[src/rtl/int_ctrl_pkg.sv]
// Shared types and constants for the interrupt controller.
package int_ctrl_pkg;

    // Request/acknowledge/return sequencing, one interrupt at a time.
    typedef enum logic [1:0] {
        IDLE = 2'd0,
        REQ  = 2'd1,
        SERV = 2'd2
    } state_t;

    // Default register addresses on the shared 5-bit peripheral bus.
    localparam logic [4:0] ADDR_MASK  = 5'b11000;
    localparam logic [4:0] ADDR_PEND  = 5'b11001;
    localparam logic [4:0] ADDR_CAUSE = 5'b11010;

    // Cause register layout: {busy, zeros, index}.
    localparam int CAUSE_VALID_BIT = 31;
    localparam int CAUSE_INDEX_LSB = 0;

endpackage

[src/rtl/int_ctrl_prio_enc.sv]
// Combinational priority encoder: lowest set bit wins.
module prio_enc #(
    parameter int NSRC = 4
) (
    input  logic [NSRC-1:0]         i_vec,
    output logic                    o_valid,
    output logic [$clog2(NSRC)-1:0] o_index
);

    localparam int IW = $clog2(NSRC);

    // Scan from the top down so the lowest set index is written last.
    always_comb begin
        // NOTE: every output gets a default before any conditional update; a path
        // that leaves a combinational output unassigned infers a latch.
        o_index = '0;
        o_valid = |i_vec;
        for (int i = NSRC - 1; i >= 0; i--) begin
            if (i_vec[i]) begin
                o_index = IW'(i);
            end
        end
    end

endmodule

[src/rtl/int_ctrl.sv]
// Interrupt controller: edge-latched pending bits, software mask, fixed
// priority (index 0 highest), and a REQ/SERV handshake toward the decoder.
module int_ctrl #(
    parameter int         NSRC       = 4,
    parameter logic [4:0] ADDR_MASK  = int_ctrl_pkg::ADDR_MASK,
    parameter logic [4:0] ADDR_PEND  = int_ctrl_pkg::ADDR_PEND,
    parameter logic [4:0] ADDR_CAUSE = int_ctrl_pkg::ADDR_CAUSE,
    localparam int        CW         = $clog2(NSRC)
) (
    input  logic            clk,
    input  logic            rst,
    input  logic [NSRC-1:0] irq,
    input  logic            we,
    input  logic [4:0]      addr,
    input  logic [31:0]     dataIn,
    output logic [31:0]     dataOut,
    input  logic            INTCTRL,
    input  logic            ack,
    input  logic            done,
    output logic            EXL,
    output logic            IV,
    output logic [CW-1:0]   cause
);

    import int_ctrl_pkg::state_t, int_ctrl_pkg::IDLE, int_ctrl_pkg::REQ, int_ctrl_pkg::SERV;
    import int_ctrl_pkg::CAUSE_VALID_BIT, int_ctrl_pkg::CAUSE_INDEX_LSB;

    state_t          r_state;
    state_t          w_state_next;
    logic [NSRC-1:0] r_irq_d;
    logic [NSRC-1:0] r_pending;
    logic [NSRC-1:0] r_mask;
    logic [CW-1:0]   r_cause;
    logic            r_iv;

    logic [NSRC-1:0] w_rise;
    logic [NSRC-1:0] w_clr;
    logic [NSRC-1:0] w_eligible;
    logic            w_win_valid;
    logic [CW-1:0]   w_win_index;
    logic            w_enter;
    logic            w_mask_wr;
    logic            w_pend_wr;

    // Only the low NSRC bits of the write bus are meaningful here.
    logic w_unused_data;
    assign w_unused_data = &{1'b0, dataIn[31:NSRC]};

    assign w_rise     = irq & ~r_irq_d;
    assign w_eligible = r_pending & r_mask;
    assign w_mask_wr  = we && (addr == ADDR_MASK);
    assign w_pend_wr  = we && (addr == ADDR_PEND);
    assign w_enter    = (r_state == IDLE) && (w_state_next == REQ);

    prio_enc #(
        .NSRC    (NSRC)
    ) u_prio_enc (
        .i_vec   (w_eligible),
        .o_valid (w_win_valid),
        .o_index (w_win_index)
    );

    // Clear sources: software write-1-to-clear plus the acknowledged cause.
    always_comb begin
        w_clr = '0;
        if (w_pend_wr) begin
            w_clr = dataIn[NSRC-1:0];
        end
        if ((r_state == REQ) && ack) begin
            w_clr[r_cause] = 1'b1;
        end
    end

    // Edge history, pending, and mask registers; a new edge beats a clear.
    always_ff @(posedge clk) begin
        // NOTE: all state is written with non-blocking assignments so every
        // register samples pre-edge values regardless of statement order.
        if (!rst) begin
            r_irq_d   <= '0;
            r_pending <= '0;
            r_mask    <= '0;
        end else begin
            r_irq_d   <= irq;
            r_pending <= (r_pending & ~w_clr) | w_rise;
            if (w_mask_wr) begin
                r_mask <= dataIn[NSRC-1:0];
            end
        end
    end

    // Next-state logic for the handshake; stray ack/done/INTCTRL are ignored.
    always_comb begin
        w_state_next = r_state;
        unique case (r_state)
            IDLE:    if (w_win_valid && !INTCTRL) w_state_next = REQ;
            REQ:     if (ack)                     w_state_next = SERV;
            SERV:    if (done)                    w_state_next = IDLE;
            default:                              w_state_next = IDLE;
        endcase
    end

    // State register plus cause/IV capture, frozen until return to IDLE.
    always_ff @(posedge clk) begin
        // NOTE: every register here is small control state and is reset
        // explicitly; nothing is left to power-up values.
        if (!rst) begin
            r_state <= IDLE;
            r_cause <= '0;
            r_iv    <= 1'b0;
        end else begin
            r_state <= w_state_next;
            if (w_enter) begin
                r_cause <= w_win_index;
                r_iv    <= (w_win_index == '0);
            end
        end
    end

    assign EXL   = (r_state != IDLE);
    assign IV    = r_iv;
    assign cause = r_cause;

    // Register read mux; unmapped addresses read as zero.
    always_comb begin
        dataOut = '0;
        if (addr == ADDR_MASK) begin
            dataOut[NSRC-1:0] = r_mask;
        end else if (addr == ADDR_PEND) begin
            dataOut[NSRC-1:0] = r_pending;
        end else if (addr == ADDR_CAUSE) begin
            dataOut[CAUSE_VALID_BIT]                      = (r_state != IDLE);
            dataOut[CAUSE_INDEX_LSB +: CW]                = r_cause;
        end
    end

endmodule

[config.mk]
export PLATFORM = sky130hd
export DESIGN_NAME = int_ctrl
export DESIGN_NICKNAME = d
export VERILOG_FILES = /design/src/rtl/int_ctrl_pkg.sv /design/src/rtl/int_ctrl_prio_enc.sv /design/src/rtl/int_ctrl.sv
export SDC_FILE = /design/constraint.sdc
export NUM_CORES = 1
export LEC_CHECK = 0
export CORE_ASPECT_RATIO = 2
export CORE_MARGIN = 2
export CORE_UTILIZATION = 34
export CTS_BUF_LIST = sky130_fd_sc_hd__clkbuf_8
export CTS_CLUSTER_SIZE = 16
export DETAILED_ROUTE_END_ITERATION = 7
export PLACE_DENSITY_LB_ADDON = 0.08
export SLEW_MARGIN = 30
export SYNTH_ARGS = -nofsm -noshare
export SYNTH_HDL_FRONTEND = slang
export SYNTH_SLANG_ARGS = --single-unit
[constraint.sdc]
create_clock -name clk -period 1.5 [get_ports clk]
set_input_delay 0.3 -clock clk [delete_from_list [all_inputs] [get_ports clk]]
set_output_delay 0.3 -clock clk [all_outputs]
set_load 0.02 [all_outputs]
After elaboration in Yosys (flattened, before gate mapping)

Index checks and enable logic that the tools add are counted.

Input port bits: 47
Register bits: 17
Logic and storage cells: 51
Output and inout bits: 36

$lt $le $gt $ge: 2
Reductions and logical operators: 11
Bitwise logic cells: 7
Equality and inequality tests: 6
Multiplexer cells: 19

Operators with widths:

| kind                 | count |
|---|---|
| $mux W2              | 10 |
| $eq A5 B5 Y1 const B | 3 |
| $and A4 B4 Y4        | 3 |
| $mux W4              | 3 |
| $not A4 Y4           | 2 |
| $or A4 B4 Y4         | 2 |
| $logic_and A1 B1 Y1  | 6 |
| $pmux W2 S3          | 1 |
| $eq A2 B1 Y1 const B | 2 |
| $logic_not A2 Y1     | 2 |
| $mux W1              | 4 |
| $reduce_or A4 Y1     | 1 |
| $lt A2 B3 Y1 const B | 1 |
| $demux W1 S2         | 1 |
| $eq A2 B2 Y1 const B | 1 |
| $ge A2 B1 Y1 const B | 1 |
| $reduce_bool A2 Y1   | 1 |
| $logic_not A1 Y1     | 1 |

Longest topological paths before layout

Gate-level depths: netlist (run 1).

Depth after elaboration: 9
Gate-level depth with buffers: 4
Depth with buffers taken out: 3

Hierarchy

A second synthesis (run 1) with hierarchy kept.

Cells, all modules: 131
Area, all modules: 1066.0 µm²

By module, submodules not included:

| module   | instances | cells an instance | area an instance (µm²) | seq. area each (µm²) |
|---|---|---|---|---|
| int_ctrl | 1         | 124               | 1031.0                 | 340.3 |
| prio_enc | 1         | 7                 | 35.0                   | 0.0 |

Worst setup path before layout (run 1)

OpenSTA, ideal clock, no wires.

Kind: input to output
Start: in addr[0]
End: out dataOut[0]
Data arrival time: 1211 ps
Path slack: -11 ps
Buffers on the path: 1
Stages on the path: 4
Data required time: 1200 ps
Path through: buf_2 > mux2i_1 > or2_2 > a21oi_1

Longest elaborated chain between the ends: 4
Elaborated cells on any way between the ends: 6
Those cells by class: eq/ne (3); mux (3)

Ends and longest elaborated chain:

| element            | line            | RTL |
|---|---|---|
| start: declaration | int_ctrl.sv:14  | `input logic [4:0] addr,` |
| $eq A5 B5 Y1       | int_ctrl.sv:130 | `end else if (addr == ADDR_CAUSE) begin` |
| $mux W2            | int_ctrl.sv:130 |  |
| $mux W2            | int_ctrl.sv:128 | `end else if (addr == ADDR_PEND) begin` |
| $mux W4 (*)        | int_ctrl.sv:126 | `if (addr == ADDR_MASK) begin` |
| end: declaration   | int_ctrl.sv:16  | `output logic [31:0] dataOut,` |

Every way passes the cells marked *; elsewhere a longest branch is shown, timed or not.

Worst setup path in the final report (run 1)

Start: reg r_pending[0]
End: out dataOut[0]

Longest elaborated chain between the ends: 2

Ends and longest elaborated chain:

| element                  | line            | RTL |
|---|---|---|
| start: declaration       | int_ctrl.sv:31  | `logic [NSRC-1:0] r_pending;` |
| start signal: assignment | int_ctrl.sv:84  | `r_pending <= (r_pending & ~w_clr) \| w_rise;` |
| $mux W2                  | int_ctrl.sv:128 |  |
| $mux W4                  | int_ctrl.sv:126 |  |

Every way passes these cells.

==> results_dict.tcl, run 1 <==
set metrics [dict create \
    grt_first_pass_wirelength_um 4150 \
    clk_pin_slew_worst_paths_ns 0.06 \
    finalHoldWorstSlack_ns 0.423 \
    synth_mux_area_frac 0.0381 \
    first_iter_violations 25 \
    critPathCaptureType "output pin" \
    ys_seq_area_frac 0.324 \
    path_depth 4 \
    power_frac_clock 0.332 \
    num_antenna_cells 0 \
    start_util 0.357 \
    area_growth_pct 40.1 \
    status "finished clean" \
    wire_per_inst_um 13.3 \
    cts_buffers 3 \
    min_delay_path_depth 1 \
    cts_root_buf "clkbuf_8" \
    ys.flop_type "dfxtp_1" \
    portBuffers 27 \
    syn_inst 127 \
    drive_gt1_frac 0.267 \
    finalClockSkew_ns 0.00104 \
    place_ws_ns -0.716 \
    internal_power_uw 748 \
    min_period_ns 1.47 \
    r2r_cells 4 \
    dp_hpwl_um 2240 \
    cp_data_required_time_ns 1.20 \
    netlist_area_mm2 0.00105 \
    power.density_mw_per_mm2 718 \
    drtAntennaViolNets 0 \
    tritoncts "done" \
    synth_fa_ha_area_frac 0 \
    critPathKind "flip-flop to output pin" \
    yosys.cell_types.count 38 \
    grt_remaining_overflow 0 \
    layout.nets 224 \
    syn_avg_cell_area_um2 8.28 \
    worstPathMaxFanout 3 \
    vias_per_cell 4.78 \
    n_fill_cell 311 \
    synth_xor_area_frac 0 \
    grt_setup_unrepaired "yes" \
    synth-warning-count 0 \
    dr.pass1.iters 4 \
    die_width_um 43.3 \
    grt_antenna_before_repair 0 \
    gp_congestion 0.766 \
    die_h_um 82.6 \
    fp.dieArea_mm2 0.00358 \
    grt_max_degree 11 \
    hp-class "flip-flop to flip-flop" \
    drv_slew 0 \
    layout_setup_ws_ns 0.0301 \
    route.detailed.drc 0 \
    cts_sinks 17 \
    cp_slowest_cell "dfxtp_4" \
    p_leak_nw 0.700 \
    arrival_ns 1.17 \
    synth-edff-count 0 \
    rows 28 \
    grt_pass1_vias 948 \
    switchingPower_uw 309 \
    htree_levels 1 \
    synth-simple-area-share 0.189 \
    power_frac_comb 0.212 \
    ir_drop_uv 454 \
    hold_violations 0 \
    grt.total_usage 0.159 \
    io_pins 83 \
    setup_tns_ns 0 \
    vias 985 \
    sequentialPowerShare 0.457 \
    swShare 0.292 \
    synth_top_family_by_area "buffers and inverters" \
    layout_commonest_cell "conb_1" \
    setup_viol 0 \
    layout_common_cells "27 x conb_1, 24 x buf_4, 14 x dfxtp_1" \
    clock_latency_ns 0.26 \
    synthArstFlopShare 0 \
    synth-compound-area-share 0.194 \
    critPathTopFamily "flip-flops" \
    maxCapViolCount 0 \
    core_area_mm2 0.00294 \
    fin_crit_sh 0.980 \
    ys_seq_elements 17 \
    wl_um 2730 \
    start_kind "flip-flop" \
    cts_buffer_depth 2 \
    path_cells "mux2i_1, or2_4, a21oi_2, buf_4" \
    max_freq_ghz 0.680 \
    max_stage_delay_ns 0.36 \
    crit_buf_inv 1 \
]
==> per-layer routing <==
metal,track usage,vias to the layer above,part of all wire
met4,0.0818,0,0.022
met3,0.0152,5,0.052
met2,0.313,38,0.59
met5,0,-,0
met1,0.155,449,0.34
li1,-,493,-
==> cells by family after synthesis <==
kind of cell,after synthesis
flops,17
buf+inv,41
mux,4
other cells,1
simple gates,34
compound gates,30
==> path summary, 6_finish.rpt <==
| path | from | end | slack [ns] |
|---|---|---|---|
| min | r_irq_d[0]$_SDFF_PN0_ | r_pending[0]$_SDFF_PN0_ | 0.42 |
| max reg2reg | r_state[0]$_SDFF_PN0_ | IV$_SDFFE_PN0P_ | 0.12 |
| max | r_pending[0]$_SDFF_PN0_ | dataOut[0] | 0.03 |
| min reg2reg | r_irq_d[0]$_SDFF_PN0_ | r_pending[0]$_SDFF_PN0_ | 0.42 |
==> power groups by stage <==
stage / logic, mW / clock network [mW] / registers [mW]
after floorplan: 0.170 / 0 / 0.491
after global placement: 0.211 / 0 / 0.493
after detailed placement: 0.213 / 0 / 0.493
after CTS: 0.213 / 0.356 / 0.483
after global routing: 0.243 / 0.369 / 0.483
final: 0.224 / 0.351 / 0.483
==> flip-flops by register name, indices dropped and copies added, names as in the netlist <==
name / count
IV: 1
cause: 2
r_irq_d: 4
r_mask: 4
r_pending: 4
r_state: 2
==> layout make-up <==
class	count	area (um^2)	share of cell area
sequential	17	347	0.235
inverter	10	37.5	0.0255
multi-input combinational	95	579	0.393
clock inverter	1	5.00	0.00340
clock buffer	3	41.3	0.0280
tap	30	37.5	0.0255
timing repair buffer	50	425	0.289
==> repair_timing <==
action / 4_1_cts / 5_1_grt
endpoints found under the setup margin: 12 / 5
hold endpoints to repair: 0 / 0
resized for setup: 38 / 17
pin swaps: 2 / 2
hold buffers: 0 / 0
buffers inserted: 1 / 1
==> Yosys cell counts, types with 2 or more instances <==
library cell / count / area share
inv_1: 10 / 0.036
nor2_1: 2 / 0.0071
nand3_1: 4 / 0.019
a21oi_1: 7 / 0.033
o22ai_1: 4 / 0.024
nand3b_1: 3 / 0.021
nand2_1: 7 / 0.025
dfxtp_1: 17 / 0.32
nor3_1: 6 / 0.029
mux2i_1: 4 / 0.038
o211ai_1: 3 / 0.021
or2_2: 2 / 0.012
buf_4: 27 / 0.19
o21ai_0: 4 / 0.019
clkbuf_1: 2 / 0.0071
a22oi_1: 2 / 0.014
o311ai_0: 2 / 0.017
==> metrics by stage <==
stage / total power, mW / util / instance area (um^2) / std cells
after CTS: 1.05 / 0.486 / 1430 / 205
after floorplan: 0.660 / - / 1150 / 153
final: 1.06 / 0.500 / 1470 / 206
after global routing: 1.10 / 0.500 / 1470 / 206
after global placement: 0.704 / 0.473 / 1390 / 200
after detailed placement: 0.706 / 0.473 / 1390 / 200
Power figures use the tool's default switching activity.
==> run 2, diff against run 1 <==
--- a/config.mk
+++ b/config.mk
@@ -11,6 +11,7 @@
 export CTS_BUF_LIST = sky130_fd_sc_hd__clkbuf_8
 export CTS_CLUSTER_SIZE = 16
 export DETAILED_ROUTE_END_ITERATION = 7
+export GPL_ROUTABILITY_DRIVEN = 0
 export PLACE_DENSITY_LB_ADDON = 0.08
 export SLEW_MARGIN = 30
 export SYNTH_ARGS = -nofsm -noshare
==> results of run 2 <==
No change in the layout: final DEF, timing and power equal those of run 1.
==> run 3, diff against run 2 <==
--- a/config.mk
+++ b/config.mk
@@ -13,6 +13,7 @@
 export DETAILED_ROUTE_END_ITERATION = 7
 export GPL_ROUTABILITY_DRIVEN = 0
 export PLACE_DENSITY_LB_ADDON = 0.08
+export REMOVE_ABC_BUFFERS = 1
 export SLEW_MARGIN = 30
 export SYNTH_ARGS = -nofsm -noshare
 export SYNTH_HDL_FRONTEND = slang
==> results_dict.tcl, run 3 (same netlist as run 1, synthesis figures left out) <==
set metrics [dict create \
    setup_viol 0 \
    status "finished clean" \
    power_frac_clock 0.319 \
    start_kind "flip-flop" \
    grt_setup_unrepaired "yes" \
    route.detailed.drc 0 \
    grt_pass1_vias 962 \
    hold_violations 0 \
    grt_antenna_before_repair 0 \
    num_antenna_cells 0 \
    min_period_ns 1.46 \
    setup_tns_ns 0 \
    drive_gt1_frac 0.247 \
    swShare 0.284 \
    reg_top3 "r_irq_d x4, r_mask x4, r_pending x4" \
    finalClockSkew_ns 0.00361 \
    power.density_mw_per_mm2 702 \
    drv_slew 0 \
    ctsHoldBuffers 0 \
    grt.total_usage 0.171 \
    rows 28 \
    crit_buf_inv 1 \
    die_width_um 43.3 \
    power_frac_comb 0.212 \
    max_stage_delay_ns 0.36 \
    htree_levels 1 \
    wl_um 2930 \
    internal_power_uw 741 \
    maxCapViolCount 0 \
    drtAntennaViolNets 0 \
    clock_latency_ns 0.25 \
    fp.dieArea_mm2 0.00358 \
    critPathCaptureType "output pin" \
    layout_common_cells "27 x conb_1, 20 x buf_4, 16 x dfxtp_1" \
    core_area_mm2 0.00294 \
    place_ws_ns -0.759 \
    n_fill_cell 314 \
    max_freq_ghz 0.684 \
    wire_per_inst_um 14.4 \
    path_cells "mux2i_1, or2_4, a21oi_4, buf_6" \
    cp_slowest_cell "dfxtp_4" \
    layout.nets 222 \
    multi_input_area_um2 596 \
    grt_remaining_overflow 0 \
    cp_data_required_time_ns 1.20 \
    critPathTopFamily "flip-flops" \
    layout_setup_ws_ns 0.0376 \
    cts_sinks 17 \
    dr.pass1.iters 4 \
    area_growth_pct 40.2 \
    worstPathMaxFanout 4 \
    dp_hpwl_um 2390 \
    grt_max_degree 10 \
    cts_buffer_depth 2 \
    die_h_um 82.6 \
    clk_pin_slew_worst_paths_ns 0.06 \
    sequentialPowerShare 0.469 \
    io_pins 83 \
    critPathKind "flip-flop to output pin" \
    seq_area_um2 344 \
    layout_commonest_cell "conb_1" \
    first_iter_violations 23 \
    cts_root_buf "clkbuf_8" \
    vias 1008 \
    switchingPower_uw 293 \
    start_util 0.357 \
    ir_drop_uv 427 \
    grt_first_pass_wirelength_um 4480 \
    fin_crit_sh 0.975 \
    p_leak_nw 0.692 \
    cts_buffers 3 \
    tritoncts "done" \
    arrival_ns 1.16 \
    portBuffers 27 \
    hp-class "flip-flop to flip-flop" \
    vias_per_cell 4.94 \
]
==> run 3: worst paths after layout <==
check                                          endpoint  slack, ns                     from  depth (start not counted)
worst max-delay path                         dataOut[0]       0.04  r_pending[0]$_SDFF_PN0_                          4
worst min-delay path            r_pending[0]$_SDFF_PN0_       0.43    r_irq_d[0]$_SDFF_PN0_                          1
worst min register to register  r_pending[0]$_SDFF_PN0_       0.43    r_irq_d[0]$_SDFF_PN0_                          1
worst max register to register    r_state[0]$_SDFF_PN0_       0.14   r_mask[2]$_SDFFE_PN0P_                          4
==> run 3: through the flow <==
| step | util | hold slack, ns | instances | power [mW] | instance area (um^2) |
|---|---|---|---|---|---|
| floorplan | - | 0.408 | 122 | 0.595 | 922 |
| global route | 0.501 | 0.440 | 204 | 1.09 | 1470 |
| detailed placement | 0.461 | 0.419 | 196 | 0.697 | 1360 |
| global placement | 0.461 | 0.417 | 196 | 0.697 | 1360 |
| CTS | 0.490 | 0.430 | 204 | 1.04 | 1440 |
| finish | 0.501 | 0.427 | 204 | 1.03 | 1470 |
==> run 3: cell type report <==
cell class | count | area share
tap | 30 | 0.0255
multi-input combinational | 95 | 0.404
clock inverter | 1 | 0.00255
clock buffer | 3 | 0.0280
inverter | 10 | 0.0255
timing repair buffer | 48 | 0.281
sequential | 17 | 0.233
==> run 3: power groups by stage <==
| stage | sequential [mW] | clock [mW] | combinational, mW |
|---|---|---|---|
| 6_report | 0.485 | 0.330 | 0.220 |
| 5_1_grt | 0.487 | 0.362 | 0.237 |
| 4_1_cts | 0.486 | 0.340 | 0.212 |
| 3_5_place_dp | 0.495 | 0 | 0.203 |
| 3_3_place_gp | 0.496 | 0 | 0.200 |
| 2_1_floorplan | 0.491 | 0 | 0.104 |
==> run 3: timing repair <==
action	4_1_cts	5_1_grt
resized for setup	49	11
pin swaps	2	2
buffers inserted	4	0
endpoints found under the hold margin	0	0
endpoints found under the setup margin	8	5
==> run 3: routing by layer <==
layer	global-route usage	share of wire	vias up
met5	0	0	-
met3	0.0174	0.056	4
met4	0.0636	0.012	0
met2	0.345	0.60	40
met1	0.170	0.33	474
li1	-	-	490
